<file path="config.mk">
export PLATFORM = sky130hd
export DESIGN_NAME = rv32_mod_fetch_aligner
export DESIGN_NICKNAME = d
export VERILOG_FILES = /design/src/rtl/rv32_mod_fetch_aligner.sv
export SDC_FILE = /design/constraint.sdc
export NUM_CORES = 1
export LEC_CHECK = 0
export CORE_MARGIN = 3
export CORE_UTILIZATION = 28
export CTS_CLUSTER_SIZE = 12
export DETAILED_ROUTE_END_ITERATION = 6
export PLACE_DENSITY = 0.66
export REMOVE_ABC_BUFFERS = 1
export SYNTH_ARGS = -nofsm -noshare
export SYNTH_HDL_FRONTEND = slang
export SYNTH_SLANG_ARGS = --single-unit
</file>
<file path="constraint.sdc">
create_clock -name clk -period 2.4 [get_ports clk]
set_clock_uncertainty 0.1 [all_clocks]
set_input_delay 0.48 -clock clk [delete_from_list [all_inputs] [get_ports clk]]
set_output_delay 0.48 -clock clk [all_outputs]
set_load 0.05 [all_outputs]
</file>
<file path="src/rtl/rv32_mod_fetch_aligner.sv">
// rv32_mod_fetch_aligner
// Turns a stream of naturally aligned 32-bit fetch words into one RV32IMC
// instruction per handshake, 16-bit or 32-bit. A 32-bit instruction may
// straddle two fetch words. The block tracks the PC of every emitted
// instruction and restarts on halfword-aligned redirects.
module rv32_mod_fetch_aligner #(
  parameter logic [31:0] RESET_PC = 32'h0000_0000
) (
  input  logic        clk,
  input  logic        rst,
  input  logic        redirect_valid,
  input  logic [31:0] redirect_pc,
  input  logic        in_valid,
  output logic        in_ready,
  input  logic [31:0] in_word,
  output logic        out_valid,
  input  logic        out_ready,
  output logic [31:0] out_instruction,
  output logic        out_compressed,
  output logic [31:0] out_pc
);

  // Halfword buffer. hb0_reg is always the oldest halfword, at buf_pc_reg.
  logic [15:0] hb0_reg, hb0_next;
  logic [15:0] hb1_reg, hb1_next;
  logic [1:0]  count_reg, count_next;
  logic [31:0] buf_pc_reg, buf_pc_next;
  logic        skip_low_reg, skip_low_next;

  logic hb0_is_32;
  logic in_fire;
  logic out_fire;

  assign hb0_is_32 = (hb0_reg[1:0] == 2'b11);
  assign in_fire   = in_valid & in_ready;
  assign out_fire  = out_valid & out_ready;

  assign out_pc         = buf_pc_reg;
  assign out_compressed = (out_instruction[1:0] != 2'b11);

  // Handshake and output selection from the buffer occupancy. in_ready never
  // depends on in_valid, so the straddle path cannot close a loop.
  always_comb begin
    out_valid       = 1'b0;
    in_ready        = 1'b0;
    out_instruction = {16'h0000, hb0_reg};
    if (!redirect_valid) begin
      case (count_reg)
        2'd0: begin
          in_ready = 1'b1;
        end
        2'd1: begin
          in_ready = out_ready;
          if (hb0_is_32) begin
            // Upper half of the instruction is the low half of the incoming word.
            out_valid       = in_valid;
            out_instruction = {in_word[15:0], hb0_reg};
          end else begin
            out_valid = 1'b1;
          end
        end
        2'd2: begin
          out_valid = 1'b1;
          if (hb0_is_32) begin
            in_ready        = out_ready;
            out_instruction = {hb1_reg, hb0_reg};
          end else begin
            // hb1 still has to be shifted down, so no room for a new word yet.
            in_ready = 1'b0;
          end
        end
        default: begin
          in_ready = 1'b0;
        end
      endcase
    end
  end

  // Next-state computation for the buffer, PC and skip flag.
  always_comb begin
    hb0_next      = hb0_reg;
    hb1_next      = hb1_reg;
    count_next    = count_reg;
    buf_pc_next   = buf_pc_reg;
    skip_low_next = skip_low_reg;
    if (redirect_valid) begin
      count_next    = 2'd0;
      buf_pc_next   = {redirect_pc[31:1], 1'b0};
      skip_low_next = redirect_pc[1];
    end else begin
      case (count_reg)
        2'd0: begin
          if (in_fire) begin
            if (skip_low_reg) begin
              // buf_pc already points at the upper halfword of this word.
              hb0_next      = in_word[31:16];
              count_next    = 2'd1;
              skip_low_next = 1'b0;
            end else begin
              hb0_next   = in_word[15:0];
              hb1_next   = in_word[31:16];
              count_next = 2'd2;
            end
          end
        end
        2'd1: begin
          if (hb0_is_32) begin
            // Straddle: both handshakes fire together, leftover upper half stays.
            if (out_fire) begin
              hb0_next    = in_word[31:16];
              buf_pc_next = buf_pc_reg + 32'd4;
            end
          end else if (out_fire) begin
            buf_pc_next = buf_pc_reg + 32'd2;
            if (in_fire) begin
              hb0_next   = in_word[15:0];
              hb1_next   = in_word[31:16];
              count_next = 2'd2;
            end else begin
              count_next = 2'd0;
            end
          end
        end
        2'd2: begin
          if (out_fire) begin
            if (hb0_is_32) begin
              buf_pc_next = buf_pc_reg + 32'd4;
              if (in_fire) begin
                hb0_next   = in_word[15:0];
                hb1_next   = in_word[31:16];
                count_next = 2'd2;
              end else begin
                count_next = 2'd0;
              end
            end else begin
              hb0_next    = hb1_reg;
              count_next  = 2'd1;
              buf_pc_next = buf_pc_reg + 32'd2;
            end
          end
        end
        default: begin
          count_next = 2'd0;
        end
      endcase
    end
  end

  // State registers; reset overrides redirect and every handshake.
  always_ff @(posedge clk) begin
    if (rst) begin
      hb0_reg      <= 16'h0000;
      hb1_reg      <= 16'h0000;
      count_reg    <= 2'd0;
      buf_pc_reg   <= {RESET_PC[31:1], 1'b0};
      skip_low_reg <= RESET_PC[1];
    end else begin
      hb0_reg      <= hb0_next;
      hb1_reg      <= hb1_next;
      count_reg    <= count_next;
      buf_pc_reg   <= buf_pc_next;
      skip_low_reg <= skip_low_next;
    end
  end

endmodule

</file>
After elaboration in Yosys (flattened, before gate mapping)

Index checks and enable logic that the tools add are counted.

Register bits: 67
Input port bits: 69
Word-level logic and storage cells: 81

Add/sub/neg operators: 2
Eq/ne operators: 12
Multiplexer cells: 45
Bitwise gates (word level): 3
Reductions and logical operators: 13

Operators by type and width:

| operator                | number |
|---|---|
| $mux W32                | 9 |
| $mux W16                | 15 |
| $pmux W32 S2            | 2 |
| $pmux W16 S3            | 2 |
| $add A32 B2 Y32 const B | 1 |
| $add A32 B3 Y32 const B | 1 |
| $mux W2                 | 7 |
| $ne A2 B2 Y1 const B    | 7 |
| $reduce_and A8 Y1       | 1 |
| $mux W1                 | 7 |
| $ne A3 B3 Y1 const B    | 2 |
| $pmux W2 S3             | 1 |
| $reduce_and A3 Y1       | 2 |
| $reduce_bool A2 Y1      | 3 |
| $reduce_bool A3 Y1      | 2 |
| $reduce_and A5 Y1       | 1 |
| $eq A2 B2 Y1 const B    | 2 |
| $reduce_and A4 Y1       | 1 |
| $pmux W1 S3             | 1 |
| $and A1 B1 Y1           | 2 |
| $eq A2 B1 Y1 const B    | 1 |
| $logic_not A2 Y1        | 1 |
| $pmux W1 S2             | 1 |
| $reduce_and A2 Y1       | 1 |
| 2 further kinds         | 2 |

Longest topological paths before layout

Depth in word-level cells: 9
Depth in mapped cells: 10
Gate-level depth less buffers: 7

Worst setup path after synthesis

Ideal clock, no wire load.

Path kind: register -> output
Start point: register hb0_reg[0]
End point: output out_valid
Arrival: 2616 ps
Required time: 1820 ps
Slack: -796 ps
Stages on the path, launching flop included: 7
Cell sequence: dfxtp_1 -> and2_1 -> buf_4 -> inv_1 -> clkbuf_1 -> o21ai_0 -> a21oi_1

Cells in the longest elaborated chain, start to end: 4

Ends and longest elaborated chain:

| what                     | line | RTL |
|---|---|---|
| start: declaration       | 24   | `logic [15:0] hb0_reg, hb0_next;` |
| start signal: assignment | 158  | `hb0_reg <= hb0_next;` |
| $eq A2 B2 Y1             | 34   | `assign hb0_is_32 = (hb0_reg[1:0] == 2'b11);` |
| $mux W1                  | 54   | `if (hb0_is_32) begin` |
| $pmux W1 S2              | 48   | `case (count_reg)` |
| $mux W1                  | 47   | `if (!redirect_valid) begin` |
| end: declaration         | 16   | `output logic out_valid,` |

Every way passes these cells.

Worst setup path after layout

Start point: register count_reg[0]
End point: register hb1_reg[2]

Cells in the longest elaborated chain, start to end: 8

Ends and longest elaborated chain:

| what                                             | line   | RTL |
|---|---|---|
| start: declaration                               | 26     | `logic [1:0] count_reg, count_next;` |
| start signal: assignment                         | 160    | `count_reg <= count_next;` |
| $eq A2 B2 Y1 (tied with other cells)             | 48, 91 |  |
| $pmux W1 S3                                      | 48     |  |
| $mux W1                                          | 47     |  |
| $and A1 B1 Y1                                    | 35     | `assign in_fire = in_valid & in_ready;` |
| $mux W16                                         | n/a    |  |
| $mux W16, on equally long branches (2 in series) | n/a    |  |
| $pmux W16 S3                                     | 91     | `case (count_reg)` |
| end signal: assignment                           | 159    | `hb1_reg <= hb1_next;` |
| end: declaration                                 | 25     | `logic [15:0] hb1_reg, hb1_next;` |

Several ways; a longest one is shown, not always the timed one. The select of a mux whose other input is x is not followed.
A chain may end at the register's enable or synchronous reset.

==> impl_metrics.csv <==
group,metric,value,unit
status,outcome,"complete, no violations",
floorplanning,rows,44,
sta,holdWs,440,ps
clock_network,cts_sinks,66,
cells_and_area,largest_reg_flops,31,
route,antenna_left,0,
setup_path,endpoint_kind,"flip-flop",
floorplanning,start_util,29.2,%
setup_path,path_class,"reg2reg",
route,drc,0,
cells_and_area,final_cell_mix,"clkdlybuf4s50_1, dfxtp_1, buf_4, nor2_1, mux2i_1",
setup_path,critPathRequiredTime,2510,ps
route,dr.pass1.iters,5,
setup_path,crit_path_start_kind,"flip-flop",
hold_path,hold_path_class,"reg2reg",
sta,post-route-period-util,98.9,%
synth,synth-seq-cells,66,
clock_network,postCtsHoldBufs,0,
pwr,ir_drop,0.000360,V
cells_and_area,fillers,1366,
clock_network,cts_tree,"yes",
place,gp_congestion,0.854,
route,wl_met3,1.48,mm
sta,setup_tns,0,ps
global_route,grt_util_all_layers,19.0,%
route,wl_met2,7.78,mm
synth,synth_seq_area_share,30.6,%
setup_path,cp.arrival,2480,ps
global_route,grt_pass1_vias,5122,
clock_network,cts_root_buf,"clkbuf_16",
route,post_drt_wl_per_cell,18.3,um
pwr,leakage,2.51,nW
sta,hold_violations,0,
floorplanning,core-area,14800,sq um
sta,tightest_slew,551,ps
synth,synth-edff-count,0,
synth,synth_area,4320,sq um
place,port_buffers,133,
run,drv_cap,0,
global_route,grt_pass1_wl,25.9,mm
synth,syn_area_per_cell,7.84,sq um
clock_network,clk_latency,330,ps
route,drt-met1-wl,6.91,mm
clock_network,clk_pin_slew_worst_paths,60,ps
global_route,antenna_found_initial,1,
sta,max_freq,421,MHz
clock_network,cts_max_level,3,
synth,yosys_warnings,0,
cells_and_area,final_layout_size_suffix_gt1_share,22.6,%
clock_network,cts_buffers,9,
sta,setup_viol,0,
pwr,p_per_area,507,nW/um^2
global_route,gr-total-overflow,0,
route,wirelength,16.5,mm
cells_and_area,antenna_cells_inserted,0,
sta,rsz0062_at_grt,"true",
cells_and_area,layout_commonest_cell,"clkdlybuf4s50_1",
floorplanning,die_w,130,um
floorplanning,dieArea,16900,sq um
place,hpwl,11.4,mm
synth,syn_inst,551,
floorplanning,die_h,130,um
setup_path,worstPathMaxFanout,16,
synth,synthFlopType,"dfxtp_1",
route,viasPerCell,5.61,
synth,synthArstFlopShare,0,%
synth,synth_cell_type_count,56,
route,top_layer_used,"met5",
clock_network,cts_buffer_depth,2,
sta,slew_viol_final,0,
global_route,grt_start_max_net_pins,45,
sta,relSlewSlack,63.2,%
route,vias,5055,
cells_and_area,final_nets,787,
sta,post-route-min-period,2370,ps
route,first_iter_violations,385,
floorplanning,io_pins,136,
cells_and_area,area_growth,62.4,%
[cells in the mapped netlist, types with 16 or more instances]
library cell	count	area, sq um
a211oi_1	31	233
nor2_1	69	259
a21oi_1	16	80.1
nor4_1	17	106
nand3_1	46	230
clkbuf_1	36	135
o22ai_1	16	100
dfxtp_1	66	1320
a22oi_1	17	128
nor2b_1	16	100
nand2_1	19	71.3
mux2i_1	49	490
[report_power, final]
group | total (mW) | internal [mW] | switching [mW]
combinational | 0.960 | 0.423 | 0.536
sequential | 1.25 | 1.17 | 0.0795
clock | 1.35 | 0.861 | 0.485
[worst max-delay path, cell delays in order, from the launching register on]
cell and delay, ps:
dfxtp_4 380, inv_4 50, ha_4 160, buf_6 130, buf_4 160, or2_4 260
a221o_1 330, nand4b_1 230, buf_12 210, mux2i_1 170, nor2_1 60
[routing by layer]
layer / vias to the layer above / track usage (%)
met5: - / 0
met1: 2408 / 23.6
met4: 2 / 6.42
met2: 246 / 31.3
li1: 2366 / -
met3: 33 / 5.57
[metrics by stage]
step	power [mW]	utilization, %	setup WS [ps]	std cells	area, sq um
floorplan	1.75	-	-1630	503	4120
global placement	2.16	43.0	-289	880	6360
detailed placement	2.18	43.0	-373	880	6360
CTS	3.55	46.2	-19.1	900	6840
global route	3.69	47.3	-27.5	901	7010
finish	3.55	47.3	27.1	901	7010
[final timing paths]
check                             startpoint           to  slack, ps  depth (start not counted)
worst max register to register  count_reg[0]   hb1_reg[2]         30                         10
worst max-delay path            count_reg[0]   hb1_reg[2]         30                         10
worst min-delay path             hb1_reg[11]  hb1_reg[11]        440                          2
worst min register to register   hb1_reg[11]  hb1_reg[11]        440                          2
[logic make-up (layout without fill, tap and decap cells)]
group | after synthesis | in the layout | synth area share [%]
AOI/OAI and AO/OA | 134 | 134 | 21.6
adders and majority gates | 6 | 6 | 1.74
and+or+nand+nor | 216 | 216 | 25.5
DFF | 66 | 66 | 30.6
buffers and inverters | 64 | 230 | 6.06
xor gates and xnor gates | 15 | 15 | 3.04
other | 1 | 1 | 0.0868
muxes | 49 | 49 | 11.4
[layout make-up]
cell class / instances / area [sq um] / share of cell area [%]
inverters: 16 / 67.6 / 0.964
well taps: 184 / 230 / 3.28
clock buffers: 14 / 264 / 3.77
flip-flops and latches: 66 / 1330 / 19.0
multi-input cells: 421 / 2970 / 42.3
clock inverters: 2 / 35.0 / 0.500
repair buffers: 198 / 2110 / 30.2
[repair_timing]
item / 4_1_cts / 5_1_grt
pin swaps: 5 / 10
gates resized for setup: 45 / 39
setup buffers: 3 / 1
cloned: 1 / 1
setup endpoints to repair: 26 / 46
Power figures use the tool's default switching activity.
==> RTL edit (same settings) <==
Make the reset (`rst`) asynchronous in one clocked block.
--- a/src/rtl/rv32_mod_fetch_aligner.sv
+++ b/src/rtl/rv32_mod_fetch_aligner.sv
@@ -148,5 +148,5 @@
 
   // State registers; reset overrides redirect and every handshake.
-  always_ff @(posedge clk) begin
+  always_ff @(posedge clk or posedge rst) begin
     if (rst) begin
       hb0_reg      <= 16'h0000;
Formal check against the unedited RTL: differs if rst is asserted again (counterexample within 4 cycles, from zero or initial values and one cycle with rst high); with rst held inactive, the same outputs for 4 cycles.
==> RTL edit against the original RTL <==
The run now ends with negative setup slack left; critical path type is now reg -> out; setup slack worse by 200 ps; synthesized area is 1.1% higher; wire length is 3.4% higher; global-route usage is 0.37 points higher; largest cell class unchanged; synthesized cell count is 6.9% lower; design area is 4.1% higher; sequential cell count stayed put.
Power is not compared: it rests on default switching activity, and its combinational part moved more than twofold at a synthesized area within 25%.
==> RTL edit: results (changes against the original RTL) <==
stage	metric	value	unit	change
status	status	finished with violations		
status	failing checks	negative setup slack		
route	Initial DRT Pass Iterations	5		unchanged
power_and_ir_drop	peak supply drop	0.000527	V	
timing	worst-margin pin slew	570	ps	+19.6 ps
critical_path	highest net fanout along the worst path	8		-8
placement	Final GP Congestion	0.831		-2.6%
global_route	first-pass GRT wire length	25800	um	-0.48%
route	vias per cell	5.47		-2.4%
critical_path	Crit path max-delay family	buffers and inverters		
placement	DP Wirelength	11100	um	-3.1%
yosys	top cells by count, synth	nand2_1, dfrtp_1, nor2_1, a22oi_1, mux2_2		
yosys	number of flops mapped to enable cells by yosys	0		unchanged
global_route	largest net degree at the start of global routing	67		+49%
cells_and_area	diode count	0		unchanged
timing	Slew Limit Fails	0		unchanged
cells_and_area	share of cells above drive strength 1	29.6	%	+7.0 points
route	Routed WL	17000	um	+3.4%
cells_and_area	Largest register FFs	31		unchanged
worst_hold_path	HP Class	reg -> reg		
global_route	number of global-route vias before repair	4959		-3.2%
yosys	sequential share of the synthesized area	37.8	%	+7.2 points
power_and_ir_drop	Lkg Pwr	2.88	nW	
yosys	synth unique cells	53		-5.4%
clock_network	clk buf depth	2		unchanged
clock_network	total CTS buffers	9		unchanged
global_route	GRT Total Usage	19.3	%	+0.37 points
route	DR iter-0 viols	345		-10%
yosys	Yosys Warn Count	0		unchanged
cells_and_area	fin nets	767		-2.5%
yosys	Post-synth ARST share	100	%	+100 points
clock_network	clk slew on worst S/H paths	50	ps	
clock_network	Clock Tree Root	clkbuf_16		
clock_network	Skew-Pair Late Insertion Delay	340	ps	
timing	Final setup viols	24		+24
cells_and_area	Fillers	1386		+1.5%
clock_network	H-tree depth	3		unchanged
critical_path	max incr delay on CP	400	ps	+20 ps
timing	worst setup margin	-176	ps	-203 ps
critical_path	slowest stage cell, crit path	dfrtp_1		
yosys	Synth area leaders	dfrtp_1, mux2_2, nand2_1		
placement	IO Port Bufs	133		unchanged
global_route	initial antenna violation count	0		-1
RTL edit: cell types whose count changed after synthesis, moves of 16 or more:
cell	before	now
nand3_1	46	18
a22oi_1	17	33
mux2i_1	49	4
dfxtp_1	66	0
dfrtp_1	0	66
nand2_1	19	72
nor2_1	69	42
mux2_2	0	32
RTL edit: cell families after synthesis:
group,after synthesis,synth area share [%]
AO/OA/AOI/OAI,133,20.6
XOR/XNOR,16,3.21
adder cells (fa/ha/maj),6,1.72
buffers and inverters,52,4.87
flip-flops,66,37.8
multiplexers,36,9.17
other,1,0.0859
AND/OR/NAND/NOR,203,22.5
RTL edit: final timing paths:
check | start | end | slack (ps) | depth (start not counted)
worst max register to register | count_reg[1] | out_pc[28] | -80 | 7
min in group asynchronous | rst | out_pc[2] | 430 | 3
worst min-delay path | hb0_reg[13] | hb0_reg[13] | 410 | 2
worst max-delay path | count_reg[0] | out_instruction[17] | -180 | 8
max in group asynchronous | rst | hb1_reg[3] | 1430 | 3
worst min register to register | hb0_reg[13] | hb0_reg[13] | 410 | 2
RTL edit: timing repair:
action | 4_1_cts | 5_1_grt
resized for setup | 64 | 31
endpoints found under the setup margin | 67 | 54
hold endpoints to repair | 0 | 0
gates cloned | 5 | 0
pin swaps | 25 | 18
buffers inserted | 5 | 9
hold buffers | 0 | 0
RTL edit: tightest hold or removal path: stages, from the launching register on:
cell     delay, ps
dfrtp_1        370
nand2_1         60
o31ai_1         50
RTL edit: routing by layer:
layer  up-vias  share of wire, %  global-route usage [%]
li1       2227                 -                       -
met1      2378                41                    24.5
met2       186                50                    32.5
met3        43               5.0                    2.85
met4         0               3.5                    8.77
met5         -                 0                       0
RTL edit: layout make-up:
class / count / area share [%]
multi-input cells: 395 / 39.1
clock buffers: 14 / 3.48
flip-flops and latches: 66 / 22.6
repair buffers: 206 / 30.8
inverters: 14 / 0.771
well taps: 188 / 3.22
RTL edit: where the power goes:
group	total, mW	internal (mW)	switching [mW]
logic	3.87	1.62	2.25
registers	1.76	1.45	0.306
clock network	1.19	0.718	0.477
RTL edit: metrics by stage:
stage	setup TNS, ps	cells	setup slack, ps	util (%)	cell area, sq um
final	-2620	883	-176	48.0	7300
after global routing	-5850	883	-228	48.0	7300
after CTS	-2570	876	-170	46.9	7130
after floorplan	-61380	475	-1110	-	4210
after global placement	-13040	852	-538	42.4	6450
after detailed placement	-14510	852	-551	42.4	6450
